==> src/rtl/step_pattern_decoder_pkg.sv <==
// Shared definitions for the stepper coil pattern decoder: coil patterns,
// direction / step-size encodings, fault causes and phase arithmetic.
package step_pattern_decoder_pkg;

  // Coil drive patterns {A,B,C,D} in half-step phase order, plus idle.
  localparam logic [3:0] COIL_IDLE = 4'b0000;
  localparam logic [3:0] COIL_PH0  = 4'b1000;
  localparam logic [3:0] COIL_PH1  = 4'b1010;
  localparam logic [3:0] COIL_PH2  = 4'b0010;
  localparam logic [3:0] COIL_PH3  = 4'b0110;
  localparam logic [3:0] COIL_PH4  = 4'b0100;
  localparam logic [3:0] COIL_PH5  = 4'b0101;
  localparam logic [3:0] COIL_PH6  = 4'b0001;
  localparam logic [3:0] COIL_PH7  = 4'b1001;

  // Direction of a counted move.
  localparam logic DIR_CW  = 1'b0;
  localparam logic DIR_CCW = 1'b1;

  // Size of a counted move.
  localparam logic STEP_FULL = 1'b0;
  localparam logic STEP_HALF = 1'b1;

  // Cause of the most recent fault.
  typedef enum logic [1:0] {
    FAULT_NONE    = 2'b00,
    FAULT_ILLEGAL = 2'b01,
    FAULT_SKIP    = 2'b10
  } fault_code_e;

  // Forward distance from the reference phase to a new phase, modulo 8.
  function automatic logic [2:0] phase_delta(input logic [2:0] new_ph,
                                              input logic [2:0] ref_ph);
    return new_ph - ref_ph;
  endfunction

endpackage

==> src/rtl/step_pattern_decoder_coil_phase_lookup.sv <==
// Combinational map from a coil drive pattern to its half-step phase.
// Idle (all coils off) and illegal patterns are flagged separately.
module coil_phase_lookup
  import step_pattern_decoder_pkg::*;
(
  input  logic [3:0] coil,
  output logic [2:0] phase,
  output logic       is_idle,
  output logic       is_illegal
);

  // Decode the pattern; anything outside the nine known patterns is illegal.
  always_comb begin
    phase      = 3'd0;
    is_idle    = 1'b0;
    is_illegal = 1'b0;
    case (coil)
      COIL_PH0:  phase = 3'd0;
      COIL_PH1:  phase = 3'd1;
      COIL_PH2:  phase = 3'd2;
      COIL_PH3:  phase = 3'd3;
      COIL_PH4:  phase = 3'd4;
      COIL_PH5:  phase = 3'd5;
      COIL_PH6:  phase = 3'd6;
      COIL_PH7:  phase = 3'd7;
      COIL_IDLE: is_idle = 1'b1;
      default:   is_illegal = 1'b1;
    endcase
  end

endmodule

==> src/rtl/step_pattern_decoder.sv <==
// Stepper coil pattern decoder: tracks the observed drive phase, counts
// half/full steps in either direction into a wrapping signed position and
// raises a sticky fault on illegal patterns or skipped phases.
module step_pattern_decoder
  import step_pattern_decoder_pkg::*;
#(
  parameter int POS_W = 16
) (
  input  logic                    clk,
  input  logic                    resetb,
  input  logic [3:0]              coil,
  input  logic                    coil_valid,
  input  logic                    clear_fault,
  input  logic                    pos_clear,
  output logic signed [POS_W-1:0] position,
  output logic                    direction,
  output logic                    half_mode,
  output logic                    step_pulse,
  output logic                    locked,
  output logic                    fault,
  output logic [1:0]              fault_code
);

  logic [2:0]              w_phase;
  logic                    w_is_idle;
  logic                    w_is_illegal;
  logic [2:0]              w_delta;

  logic                    w_move;
  logic [2:0]              w_inc;
  logic signed [POS_W-1:0] w_inc_ext;
  logic signed [POS_W-1:0] w_next_position;
  logic                    w_next_dir;
  logic                    w_next_half;
  logic                    w_next_locked;
  logic [2:0]              w_next_ref;
  logic                    w_new_fault;
  logic [1:0]              w_new_code;
  logic                    w_next_fault;
  logic [1:0]              w_next_code;

  logic signed [POS_W-1:0] r_position;
  logic                    r_direction;
  logic                    r_half_mode;
  logic                    r_step_pulse;
  logic                    r_locked;
  logic                    r_fault;
  logic [1:0]              r_fault_code;
  logic [2:0]              r_ref_phase;

  coil_phase_lookup u_lookup (
    .coil       (coil),
    .phase      (w_phase),
    .is_idle    (w_is_idle),
    .is_illegal (w_is_illegal)
  );

  assign w_delta   = phase_delta(w_phase, r_ref_phase);
  // Step increment is a 3-bit signed value (-2..+2), sign-extended to POS_W.
  assign w_inc_ext = {{(POS_W-3){w_inc[2]}}, w_inc};

  // Classify the strobed sample and decide lock, move and fault effects.
  always_comb begin
    w_move        = 1'b0;
    w_inc         = 3'd0;
    w_next_dir    = r_direction;
    w_next_half   = r_half_mode;
    w_next_locked = r_locked;
    w_next_ref    = r_ref_phase;
    w_new_fault   = 1'b0;
    w_new_code    = FAULT_NONE;
    if (coil_valid) begin
      if (w_is_illegal) begin
        w_new_fault   = 1'b1;
        w_new_code    = FAULT_ILLEGAL;
        w_next_locked = 1'b0;
      end else if (w_is_idle) begin
        w_next_locked = 1'b0;
      end else if (!r_locked) begin
        w_next_ref    = w_phase;
        w_next_locked = 1'b1;
      end else begin
        case (w_delta)
          3'd0: begin
            w_next_ref = w_phase;
          end
          3'd1: begin
            w_next_ref  = w_phase;
            w_move      = 1'b1;
            w_inc       = 3'b001;
            w_next_dir  = DIR_CW;
            w_next_half = STEP_HALF;
          end
          3'd2: begin
            w_next_ref  = w_phase;
            w_move      = 1'b1;
            w_inc       = 3'b010;
            w_next_dir  = DIR_CW;
            w_next_half = STEP_FULL;
          end
          3'd7: begin
            w_next_ref  = w_phase;
            w_move      = 1'b1;
            w_inc       = 3'b111;
            w_next_dir  = DIR_CCW;
            w_next_half = STEP_HALF;
          end
          3'd6: begin
            w_next_ref  = w_phase;
            w_move      = 1'b1;
            w_inc       = 3'b110;
            w_next_dir  = DIR_CCW;
            w_next_half = STEP_FULL;
          end
          default: begin
            // Three to five half steps apart: the direction is ambiguous,
            // so the lock is dropped and the next legal phase re-locks.
            w_new_fault   = 1'b1;
            w_new_code    = FAULT_SKIP;
            w_next_locked = 1'b0;
          end
        endcase
      end
    end else begin
      w_move = 1'b0;
    end
  end

  // Next position: pos_clear restarts from zero but keeps a same-cycle move.
  always_comb begin
    if (pos_clear) begin
      w_next_position = w_inc_ext;
    end else begin
      w_next_position = r_position + w_inc_ext;
    end
  end

  // Sticky fault: a freshly detected fault overrides a clear request.
  always_comb begin
    if (w_new_fault) begin
      w_next_fault = 1'b1;
      w_next_code  = w_new_code;
    end else if (clear_fault) begin
      w_next_fault = 1'b0;
      w_next_code  = FAULT_NONE;
    end else begin
      w_next_fault = r_fault;
      w_next_code  = r_fault_code;
    end
  end

  // State and output registers; reset overrides every other input.
  always_ff @(posedge clk) begin
    if (resetb) begin
      r_position   <= '0;
      r_direction  <= DIR_CW;
      r_half_mode  <= STEP_FULL;
      r_step_pulse <= 1'b0;
      r_locked     <= 1'b0;
      r_fault      <= 1'b0;
      r_fault_code <= FAULT_NONE;
      r_ref_phase  <= 3'd0;
    end else begin
      r_position   <= w_next_position;
      r_direction  <= w_next_dir;
      r_half_mode  <= w_next_half;
      r_step_pulse <= w_move;
      r_locked     <= w_next_locked;
      r_fault      <= w_next_fault;
      r_fault_code <= w_next_code;
      r_ref_phase  <= w_next_ref;
    end
  end

  assign position   = r_position;
  assign direction  = r_direction;
  assign half_mode  = r_half_mode;
  assign step_pulse = r_step_pulse;
  assign locked     = r_locked;
  assign fault      = r_fault;
  assign fault_code = r_fault_code;

endmodule

==> config.mk <==
export PLATFORM = sky130hd
export DESIGN_NAME = step_pattern_decoder
export DESIGN_NICKNAME = d
export VERILOG_FILES = /design/src/rtl/step_pattern_decoder_pkg.sv /design/src/rtl/step_pattern_decoder_coil_phase_lookup.sv /design/src/rtl/step_pattern_decoder.sv
export SDC_FILE = /design/constraint.sdc
export NUM_CORES = 1
export LEC_CHECK = 0
export ABC_AREA = 1
export BUFFER_PORTS_ARGS = -buffer_cell sky130_fd_sc_hd__buf_2
export CORE_MARGIN = 2
export CORE_UTILIZATION = 49
export DETAILED_ROUTE_END_ITERATION = 8
export PLACE_DENSITY = 0.72
export REMOVE_ABC_BUFFERS = 1
export SYNTH_ARGS = -nofsm -noshare
export SYNTH_HDL_FRONTEND = slang
export SYNTH_HIERARCHICAL = 1
export SYNTH_SLANG_ARGS = --single-unit
==> constraint.sdc <==
create_clock -name clk -period 4.2 [get_ports clk]
set_clock_uncertainty 0.2 [all_clocks]
set_input_delay 0 -clock clk [delete_from_list [all_inputs] [get_ports clk]]
set_output_delay 0 -clock clk [all_outputs]
set_load 0.01 [all_outputs]
==> After elaboration in Yosys (flattened, before gate mapping) <==
Index checks and enable logic that the tools add are counted.
{ "classes": {"n_reduce_logical": 16, "n_mux": 31, "bitwise_logic": 4, "eq_ne": 13, "add_sub_neg": 2} }
{ "ops": {"columns": ["op", "n"], "rows": [
  ["$pmux W3 S7", 1],
  ["$mux W3", 6],
  ["$add A16 B3 Y16", 1],
  ["$mux W16", 1],
  ["$mux W2", 7],
  ["$mux W1", 13],
  ["$eq A4 B3 Y1 const B", 3],
  ["$eq A4 B4 Y1 const B", 3],
  ["$pmux W3 S4", 1],
  ["$reduce_and A5 Y1", 2],
  ["$reduce_or A5 Y1", 2],
  ["$reduce_or A9 Y1", 1],
  ["$reduce_or A2 Y1", 4],
  ["$eq A3 B3 Y1 const B", 2],
  ["$reduce_bool A2 Y1", 3],
  ["$eq A4 B1 Y1 const B", 1],
  ["$eq A4 B2 Y1 const B", 1],
  ["$logic_not A4 Y1", 1],
  ["$not A1 Y1", 4],
  ["$pmux W1 S2", 2],
  ["$reduce_and A4 Y1", 1],
  ["$reduce_or A4 Y1", 1],
  ["$eq A3 B1 Y1 const B", 1],
  ["$eq A3 B2 Y1 const B", 1],
  ["other kinds (3)", 3]
]} }
{ "word_totals": {"in_bits": 9, "elab_cells": 74, "out_inout_bits": 23, "regBits": 26} }

==> Longest topological paths before layout <==
{ "logic_depth": {"word_depth": 11, "mapped_depth": 29, "mapped_depth_nobuf": 29} }

==> By module <==
Netlist, hierarchy kept.
{ "by_module_without_submodules": {"columns": ["mod", "cells_each", "seq_area_each_um2", "instances", "area_each_um2"], "rows": [
  ["step_pattern_decoder", 284, 520.5, 1, 1915.6],
  ["coil_phase_lookup", 17, 0.0, 1, 77.6]
]} }

==> Worst setup path before layout <==
Ideal clock, no wire load.
{ "synth_timing": {"path_kind": "in2reg", "from": "input coil[3]", "to": "register r_position[14], in the netlist position[14]", "required_time_ns": 3.862, "arrival_time_ns": 2.724, "slack_ns": 1.138, "setup_time_ns": 0.138, "path_buffers": 0, "cell_stages": 29, "path_cell_list": "inv_1 -> nand2_2 -> nand2_2 -> nor2_2 -> inv_1 -> ha_1 -> fa_1 -> inv_1 -> nand2_1 -> nand2_1 -> nand2_2 -> nand2_2 -> nand2_1 -> nand2_1 -> nand3_1 -> inv_1 -> ha_1 -> inv_1 -> fa_1 -> inv_1 -> nand3_1 -> nand2_1 -> nand2_1 -> nand2_1 -> nand3_1 -> nand2_1 -> nand2_1 -> nand3_1 -> a21oi_2"} }
{ "synth_via": {"elab_chain_cells": 11, "elab_cells_between_ends": 24, "classes_between": "2 x add/sub; 12 x eq/ne; 8 x mux; 2 x reduce/logical"} }
{ "synth_rtl": {"columns": ["element", "line", "text"], "rows": [
  ["start: declaration", "step_pattern_decoder.sv:11", "input logic [3:0] coil,"],
  ["$eq A4 B4 Y1 (tied with other cells)", "step_pattern_decoder_coil_phase_lookup.sv:17", "case (coil)"],
  ["$pmux W3 S7 (*)", "step_pattern_decoder_coil_phase_lookup.sv:17", null],
  ["via w_phase[0]", "step_pattern_decoder.sv:24", "logic [2:0] w_phase;"],
  ["$sub A3 B3 Y3 (*)", "step_pattern_decoder_pkg.sv:34", "return new_ph - ref_ph;"],
  ["$eq A3 B3 Y1 (tied with other cells)", "step_pattern_decoder.sv:83", "case (w_delta)"],
  ["$pmux W3 S4 (*)", "step_pattern_decoder.sv:83", null],
  ["$mux W3 (*)", "step_pattern_decoder.sv:79", "end else if (!r_locked) begin"],
  ["$mux W3 (*)", "step_pattern_decoder.sv:77", "end else if (w_is_idle) begin"],
  ["$mux W3 (*)", "step_pattern_decoder.sv:73", "if (w_is_illegal) begin"],
  ["$mux W3 (*)", "step_pattern_decoder.sv:72", "if (coil_valid) begin"],
  ["$add A16 B3 Y16", "step_pattern_decoder.sv:134", "w_next_position = r_position + w_inc_ext;"],
  ["$mux W16 (*)", "step_pattern_decoder.sv:131", "if (pos_clear) begin"],
  ["end signal: assignment", "step_pattern_decoder.sv:164", "r_position <= w_next_position;"],
  ["end: declaration", "step_pattern_decoder.sv:42", "logic signed [POS_W-1:0] r_position;"]
]} }
Mark *: on every way through the listed nets, which the timed path passes. The rest lies on a longest branch.
A chain may end at the register's enable or synchronous reset.

==> Worst setup path in the final report <==
{ "layout_timing": {"from": "input coil[1]", "to": "register r_position[10], in the netlist position[10]"} }
The elaborated chain is that of the path after synthesis.

==> results.json <==
{
  "die_y_um": 67.78,
  "finalCriticalPeriod_ns": 3.776,
  "cp_slowest_cell": "dlygate4sd3_1",
  "ir_drop_mv": 0.1408,
  "clock_latency_ns": 0.27,
  "slew_viol_final": 0,
  "ctsHtreeMaxLevel": 1,
  "syn_area_per_cell_um2": 6.622,
  "grt_first_pass_wirelength_um": 7665,
  "hp-class": "primary input to flip-flop",
  "period_share": 0.8990,
  "grt_max_degree": 25,
  "yosysTopAreaCellShare": 0.2611,
  "cts_tree": "yes",
  "die_width_um": 67.78,
  "core_area_mm2": 0.003971,
  "dr.pass1.iters": 4,
  "n_antenna_cell": 0,
  "finish.utilization": 0.5819,
  "outcome": "complete, but fails checks",
  "ys_top_cells_by_area": "dfxtp_1 (26%), nand2_1 (16%), ha_1 (10%), a21oi_1 (7.3%), inv_1 (7.0%)",
  "wl_um": 4482,
  "wl_per_cell_um": 11.55,
  "path_clk_slew_ns": 0.10,
  "start_util": 0.5019,
  "drtIter0Drc": 127,
  "std_cell_rows": 23,
  "setup_violations": 0,
  "setup_tns_ns": 0,
  "relSlewSlack": 0.6095,
  "place_area_mm2": 0.002188,
  "path_max_fanout": 4,
  "viasPerCell": 5.039,
  "synth-seq-cells": 26,
  "crit_required_ns": 4.15,
  "post-cts-setup-buffers": 0,
  "cts.sinks": 26,
  "grt_pass1_vias": 1783,
  "design_area_mm2": 0.002311,
  "yosys_warnings": 6,
  "clock_path_buffers": 2,
  "drive_gt1_frac": 0.2160,
  "rsz0062_at_grt": "false",
  "synth_top_cell_by_area": "dfxtp_1",
  "num-nets-final": 366,
  "p_leak_uw": 0.001259,
  "drt.antenna.violating_nets": 0,
  "hold_viol_final": 1,
  "dieArea_mm2": 0.004594,
  "failed_checks": "negative hold slack",
  "place.gp.congestion": 0.9086,
  "synth_edf_count": 0,
  "ys.flop_type": "dfxtp_1",
  "fill_cells": 396,
  "worstSetupPathType": "primary input to flip-flop",
  "cts_root_buf": "clkbuf_8",
  "async_reset_ff_frac": 0,
  "hpwl_um": 3366,
  "fmax_mhz": 264.8,
  "ys_seq_area_frac": 0.2611,
  "cp.arrival_ns": 3.73,
  "max-cap-violations": 0,
  "grt-ovfl-total": 0,
  "io_buffers": 31,
  "cp-end-kind": "flip-flop",
  "synthCells": 301,
  "cpPeakStageDelay_ns": 0.54,
  "yosysUniqueCellTypes": 29,
  "num_io_pins": 32,
  "start_kind": "primary input",
  "yosysMostFrequentCell": "nand2_1",
  "cts_buffers": 3,
  "p_per_area_mw_per_mm2": 221.5,
  "whs_ns": -0.002918,
  "vias": 1955,
  "grt_use_total": 0.2173,
  "tightest_slew_ns": 0.5858,
  "antenna_found_initial": 0,
  "crit_top_cell": "nand2_1",
  "ys_top_cells_by_count": "nand2_1 (83), inv_1 (37), a21oi_1 (29)",
  "syn2layout_area_growth_pct": 15.94,
  "drc_errors": 0,
  "syn-cell-area_mm2": 0.001993
}
==> stage by stage <==
step	setup slack (ns)	std cells	power, uW
after floorplan	1.150	297	318.7
after global routing	0.02575	388	534.0
after detailed placement	0.6863	378	342.7
after global placement	0.7484	378	342.2
final	0.4240	388	511.8
after CTS	0.4083	388	514.6
==> worst max-delay path, delay by kind of cell <==
kind	cells	cell delay, ns
adders and majority gates	4	1.13
and+or+nand+nor	18	1.46
AOI/OAI and AO/OA	1	0.06
buffers and inverters	7	1.04
==> path summary, 6_finish.rpt <==
check            startpoint      endpoint  slack, ns  cells after the start
max                 coil[1]  position[10]       0.42                     30
min reg2reg       half_mode     half_mode       0.27                      2
min                  resetb    step_pulse     -0.003                      2
max reg2reg  r_ref_phase[0]  position[10]       0.85                     24
==> layout make-up <==
cell class,count,area (um^2),share of cell area
clock buffer,4,55.05,0.02382
inverter,44,165.2,0.07147
multi-input combinational,227,1292,0.5593
sequential,26,520.5,0.2252
tap,50,62.56,0.02707
timing repair buffer,37,215.2,0.09312
==> report_power, final <==
group          internal [uW]  switching, uW  total, uW
sequential               252           3.77        256
clock                   84.0           85.9        170
combinational           30.4           55.5       86.0
total                    367            145        512
==> placed cells by master, fill, tap and decap left out, types with 5 or more instances in the layout <==
cell type and instances:
nand3b_1 5, buf_2 31, nand3_1 26, nor2_1 17
dlygate4sd3_1 6, nand2_2 9, a21oi_2 11, inv_1 37
dfxtp_1 26, o21ai_0 6, inv_2 7, ha_1 16
nand2_1 82, a21oi_1 29
==> flip-flops by register name, indices dropped and copies added (netlist names) <==
signal / cells
direction: 1
position: 16
half_mode: 1
r_ref_phase: 3
step_pulse: 1
locked: 1
fault_code: 2
fault: 1
==> routing by layer <==
layer / part of all wire / wire, um / vias to the layer above / track usage
li1: - / - / 1054 / -
met5: 0 / 0 / - / 0
met1: 0.49 / 2217 / 860 / 0.2970
met3: 0.041 / 184 / 4 / 0.02333
met2: 0.45 / 2029 / 37 / 0.3578
met4: 0.011 / 50 / 0 / 0.06750
==> kinds of logic (layout without fill, tap and decap cells) <==
| kind of cell | Yosys count | in the layout | synth area share |
|---|---|---|---|
| compound gates | 51 | 51 | 0.1525 |
| fa+ha+maj | 18 | 18 | 0.1205 |
| buf+inv | 48 | 85 | 0.09416 |
| flops | 26 | 26 | 0.2611 |
| simple gates | 158 | 158 | 0.3716 |
==> what timing repair did <==
| item | in CTS | in global routing |
|---|---|---|
| hold buffers | 6 | 0 |
| resized for setup | 0 | 2 |
| endpoints found under the setup margin | 0 | 2 |
| hold endpoints to repair | 10 | 0 |
No activity file was read; power rests on OpenSTA's default activity.
